==> src/rtl/opb_master_arbiter.sv <==
// ============================================================================
// Module   : opb_master_arbiter
// Brief    : Round-robin OPB arbiter with locked re-grant and optional
//            acknowledge watchdog (enabled by OPB_ARB_TIMEOUT_EN).
// Revision : 1.0 - initial release
// ============================================================================
`default_nettype none

module opb_master_arbiter #(
  parameter int NUM_MASTERS    = 2,
  parameter int TIMEOUT_CYCLES = 16
) (
  input  logic                   OPB_Clk,
  input  logic                   OPB_Rst,
  input  logic [NUM_MASTERS-1:0] M_request,
  input  logic [NUM_MASTERS-1:0] M_busLock,
  input  logic [NUM_MASTERS-1:0] M_select,
  input  logic                   OPB_xferAck,
  input  logic                   OPB_errAck,
  input  logic                   OPB_retry,
  output logic [NUM_MASTERS-1:0] OPB_MGrant,
  output logic                   OPB_timeout,
  output logic [1:0]             arb_owner,
  output logic                   arb_busy
);

  localparam logic [1:0] c_IDLE      = 2'd0;
  localparam logic [1:0] c_GRANT     = 2'd1;
  localparam logic [1:0] c_ACQ       = 2'd2;
  localparam logic [1:0] c_BUSY      = 2'd3;
  localparam logic [1:0] c_RST_OWNER = 2'(NUM_MASTERS - 1);

  if ((NUM_MASTERS < 2) || (NUM_MASTERS > 4) ||
      (TIMEOUT_CYCLES < 4) || (TIMEOUT_CYCLES > 255)) begin : g_bad_params
    $error("opb_master_arbiter: parameter out of range");
  end

  logic [1:0]             r_state;
  logic [1:0]             w_next_state;
  logic [1:0]             r_owner;
  logic [1:0]             w_next_owner;
  logic [1:0]             w_winner;
  logic                   w_found;
  logic [NUM_MASTERS-1:0] r_grant;
  logic [NUM_MASTERS-1:0] w_next_grant;
  logic [NUM_MASTERS-1:0] w_own_mask;
  logic                   w_own_sel;
  logic                   w_own_lock;
  logic                   w_own_req;

  assign w_own_mask = NUM_MASTERS'(1) << r_owner;
  assign w_own_sel  = |(M_select  & w_own_mask);
  assign w_own_lock = |(M_busLock & w_own_mask);
  assign w_own_req  = |(M_request & w_own_mask);

  // Rotating priority: search begins one past the last owner and wraps.
  always_comb begin
    w_winner = r_owner;
    w_found  = 1'b0;
    for (int i = 1; i <= NUM_MASTERS; i++) begin
      if (!w_found &&
          |(M_request & (NUM_MASTERS'(1) << ((int'(r_owner) + i) % NUM_MASTERS)))) begin
        w_found  = 1'b1;
        w_winner = 2'((int'(r_owner) + i) % NUM_MASTERS);
      end
    end
  end

  always_ff @(posedge OPB_Clk) begin
    if (OPB_Rst) begin
      r_state <= c_IDLE;
      r_owner <= c_RST_OWNER;
      r_grant <= '0;
    end else begin
      r_state <= w_next_state;
      r_owner <= w_next_owner;
      r_grant <= w_next_grant;
    end
  end

  always_comb begin
    w_next_state = r_state;
    w_next_owner = r_owner;
    case (r_state)
      c_IDLE: begin
        if (|M_request) begin
          w_next_state = c_GRANT;
          w_next_owner = w_winner;
        end
      end
      c_GRANT: w_next_state = c_ACQ;
      c_ACQ:   w_next_state = w_own_sel ? c_BUSY : c_IDLE;
      c_BUSY: begin
        // A locked owner still requesting keeps the bus without re-arbitration.
        if (!w_own_sel) begin
          w_next_state = (w_own_lock && w_own_req) ? c_GRANT : c_IDLE;
        end
      end
      default: w_next_state = c_IDLE;
    endcase
  end

  always_comb begin
    w_next_grant = '0;
    if (w_next_state == c_GRANT) begin
      w_next_grant = NUM_MASTERS'(1) << w_next_owner;
    end
  end

  assign OPB_MGrant = r_grant;
  assign arb_owner  = r_owner;
  assign arb_busy   = (r_state != c_IDLE);

`ifdef OPB_ARB_TIMEOUT_EN
  localparam logic [7:0] c_WD_LAST = 8'(TIMEOUT_CYCLES - 1);

  logic [7:0] r_wd_cnt;
  logic       r_timeout;
  logic       w_any_ack;

  assign w_any_ack = OPB_xferAck | OPB_errAck | OPB_retry;

  always_ff @(posedge OPB_Clk) begin
    if (OPB_Rst) begin
      r_wd_cnt  <= '0;
      r_timeout <= 1'b0;
    end else begin
      r_timeout <= 1'b0;
      if (r_state == c_ACQ) begin
        r_wd_cnt <= '0;
      end else if (r_state == c_BUSY) begin
        if (w_any_ack) begin
          r_wd_cnt <= '0;
        end else if (r_wd_cnt == c_WD_LAST) begin
          r_timeout <= 1'b1;
          r_wd_cnt  <= '0;
        end else begin
          r_wd_cnt <= r_wd_cnt + 8'd1;
        end
      end
    end
  end

  assign OPB_timeout = r_timeout;
`else
  logic w_unused_ack;
  assign w_unused_ack = ^{OPB_xferAck, OPB_errAck, OPB_retry};
  assign OPB_timeout  = 1'b0;
`endif

endmodule

`default_nettype wire

==> config.mk <==
export PLATFORM = sky130hd
export DESIGN_NAME = opb_master_arbiter
export DESIGN_NICKNAME = d
export VERILOG_FILES = /design/src/rtl/opb_master_arbiter.sv
export SDC_FILE = /design/constraint.sdc
export NUM_CORES = 1
export LEC_CHECK = 0
export BUFFER_PORTS_ARGS = -buffer_cell sky130_fd_sc_hd__clkbuf_2
export CAP_MARGIN = 0
export CORE_AREA = 3 3 40 42
export DETAILED_ROUTE_END_ITERATION = 16
export DIE_AREA = 0 0 43 45
export SYNTH_ARGS = -nofsm -noshare
export SYNTH_HDL_FRONTEND = slang
export SYNTH_SLANG_ARGS = --single-unit
==> constraint.sdc <==
create_clock -name OPB_Clk -period 1.6 [get_ports OPB_Clk]
set_input_delay 0.24 -clock OPB_Clk [delete_from_list [all_inputs] [get_ports OPB_Clk]]
set_output_delay 0.24 -clock OPB_Clk [all_outputs]
set_load 0.02 [all_outputs]
==> impl_summary.log <==
INFO  metric dieWidth = 43 um
INFO  metric highest-signal-layer = met4
INFO  metric post_cts_setup_buffer_count = 0
INFO  metric fp.dieH = 45 um
INFO  metric share_clk_of_total_power = 0.328
INFO  metric crit_type = flop to flop
INFO  metric max_cap_violations = 0
INFO  metric grt_pass1_wl = 841 um
INFO  metric min_period_over_period = 0.775
INFO  metric synth_cell_types = 20
INFO  metric portBuffers = 12
INFO  metric wl = 501 um
INFO  metric finalCriticalPeriod = 1240 ps
INFO  metric place.gp.congestion = 0.713
INFO  metric number_of_antenna_diodes = 0
INFO  metric fp-row-count = 13
INFO  metric syn_inst = 28
INFO  metric pwr-share-seq = 0.432
INFO  metric rsz0062_at_grt = no
INFO  metric p_int = 0.291 mW
INFO  metric largest_net_degree_at_the_start_of_global_routing = 7
INFO  metric gr-total-overflow = 0
INFO  metric comb_power_share = 0.240
INFO  metric crit_path_cell_chain = mux2_1 > nand3_2 > o21ai_2 > nor4b_2
INFO  metric first_global_vias = 208
INFO  metric number_of_sinks_driven_by_the_clock_tree = 6
INFO  metric ys_warn_count = 0
INFO  metric worst-endpoint-arrival = 1390 ps
INFO  metric slew_viol_final = 0
INFO  metric antenna_violating_nets_post_route = 0
INFO  metric drc_errors = 0
INFO  metric pwr_density_cell = 1110 mW/mm^2
INFO  metric ctsHtreeMaxLevel = 1
INFO  metric critPathCaptureType = flop
INFO  metric synth_seq_area_share = 0.432
INFO  metric final.fill_count = 148
INFO  metric finish.cell_count_without_fillers = 57
INFO  metric count_of_state_elements_after_synthesis = 6
INFO  metric maxClockFrequency = 806 MHz
INFO  metric multi_input_comb_area = 139 um^2
INFO  metric critical_path_startpoint_category = flop
INFO  metric clk-insertion-delay-late = 240 ps
INFO  metric routedLengthMet1 = 243 um
INFO  metric postSynthNetCount = 39
INFO  metric synth_area = 278 um^2
INFO  metric setup_tns = 0 ps
INFO  metric wl_met3 = 60 um
INFO  metric timing.critical_path.fanout_max = 6
INFO  metric final_hold_viol_count = 0
INFO  metric cts-buffers-inserted = 3
INFO  metric cts_tree = yes
INFO  metric number_of_primary_i_o_pins = 17
INFO  metric detailedRoute.firstIterationViolations = 1
INFO  metric start_util = 0.216
INFO  metric dr.pass1.iters = 2
INFO  metric grt_antenna_before_repair = 0
INFO  metric place_area = 349 um^2
INFO  metric hold_crit_path_type = primary input to flop
INFO  metric resized_cells_post_cts = 0
INFO  metric grt_usage = 0.0651
INFO  metric p_leak = 0.163 nW
INFO  metric power_switching = 0.121 mW
INFO  metric cpPeakStageDelay = 400 ps
INFO  metric post-dp-hpwl = 415 um
INFO  metric status = finished clean
INFO  metric layout.cell_area.non_filler = 372 um^2
INFO  metric sequential_cell_area_in_the_final_layout = 120 um^2
INFO  metric cp_slowest_cell = dfxtp_1
INFO  metric clkTransAtPathRegs = 40 ps
INFO  metric detail_route.wl_per_cell = 8.79 um
INFO  metric clock-skew-final = 1.50 ps
INFO  metric area_growth_syn_to_layout = 33.8%
INFO  metric setup_viol = 0
INFO  metric vdd_ir_drop_max = 0.000292 V
INFO  metric root_buffer = clkbuf_4
INFO  metric worst_ep_required_time = 1750 ps
INFO  metric route.vias.total = 234
INFO  metric max-clock-path-buffers = 2
INFO  metric post_cts_hold_buffer_count = 0
INFO  metric power_switching_share = 0.293
INFO  metric nets = 55
INFO  metric drive_above_1_share = 0.476
INFO  metric route.detailed.vias_per_inst = 4.11
INFO  metric met2RoutedLength = 187 um
INFO  metric synthesis.area_per_instance = 9.92 um^2
INFO  metric core_area = 0.00128 mm^2
INFO  metric die-area = 0.00194 mm^2
INFO  metric placed_cells_incl_taps = 54
-- through the flow --
step / hold WS (ps) / utilization / total power [mW] / worst slack, ps
2_1_floorplan: 309 / - / 0.251 / 326
3_3_place_gp: 495 / 0.272 / 0.280 / 373
3_5_place_dp: 506 / 0.272 / 0.280 / 362
4_1_cts: 253 / 0.289 / 0.419 / 350
5_1_grt: 265 / 0.289 / 0.441 / 264
6_report: 255 / 0.289 / 0.412 / 360
-- worst paths after layout --
check | from | end | slack [ps] | cells past startpoint
min | OPB_Rst | r_state[1] | 250 | 2
max | arb_owner[0] | OPB_MGrant[0] | 360 | 4
max reg2reg | arb_owner[0] | OPB_MGrant[0] | 360 | 4
min reg2reg | arb_owner[1] | arb_owner[1] | 510 | 2
-- kinds of logic (layout without fill, tap and decap cells) --
kind of cell,count (synthesis),after routing,synth area share
simple gates,9,9,0.270
compound gates,7,7,0.176
flops,6,6,0.432
buf+inv,4,18,0.0676
other cells,1,1,0.0135
mux,1,1,0.0405
-- flip-flops by register name (all words and copies together), names as in the netlist --
name,count
arb_owner,2
OPB_MGrant,2
r_state,2
-- power groups by stage --
stage / clock (mW) / combinational (mW) / sequential, mW
global placement: 0 / 0.0995 / 0.181
global route: 0.151 / 0.110 / 0.180
CTS: 0.141 / 0.100 / 0.178
detailed placement: 0 / 0.0996 / 0.181
floorplan: 0 / 0.0621 / 0.189
finish: 0.135 / 0.0990 / 0.178
-- metal layers --
metal  up-vias  GRT usage
li1        125          -
met1        94     0.0654
met2        13     0.0808
met3         2     0.0478
met4         0     0.0723
met5         -          0
-- critical path, delay by kind of cell (launching register included) --
kind,cells,cell delay [ps]
and+or+nand+nor,2,310
DFF,1,400
AOI/OAI and AO/OA,1,80
muxes,1,360
-- cell usage in the layout (no fill, tap or decap), drive strengths merged --
| cell | instances |
|---|---|
| clkbuf | 15 |
| dfxtp | 6 |
| inv | 3 |
| a21oi | 2 |
| nand3 | 2 |
| o21ai | 2 |
| nor2 | 1 |
| a31o | 1 |
| nand2b | 1 |
| mux2 | 1 |
| nor2b | 1 |
| o21a | 1 |
| nor3 | 1 |
| nand2 | 1 |
| a41oi | 1 |
| nor4 | 1 |
| nor4b | 1 |
| conb | 1 |
-- Yosys cell counts --
cell | number | area, um^2
nand3_1 | 1 | 5.00
buf_4 | 1 | 7.51
mux2_1 | 1 | 11.3
a21oi_1 | 2 | 10.0
o21ai_0 | 1 | 5.00
o21ai_2 | 1 | 8.76
nand2b_1 | 1 | 6.26
nor2_4 | 1 | 11.3
a41oi_1 | 1 | 8.76
dfxtp_1 | 6 | 120
nand2_1 | 1 | 3.75
nor4_2 | 1 | 12.5
a31o_1 | 1 | 8.76
o21a_1 | 1 | 7.51
conb_1 | 1 | 3.75
nor2b_1 | 1 | 6.26
nor4b_2 | 1 | 15.0
nand3_2 | 1 | 10.0
nor3_1 | 1 | 5.00
inv_1 | 3 | 11.3
-- area by class of cell --
cell class | instances | share of cell area
inverter | 3 | 0.0303
clock buffer | 3 | 0.0606
multi-input combinational | 18 | 0.374
timing repair buffer | 12 | 0.162
tap | 15 | 0.0505
sequential | 6 | 0.323
Note: power is estimated with default switching activity, not from simulation.
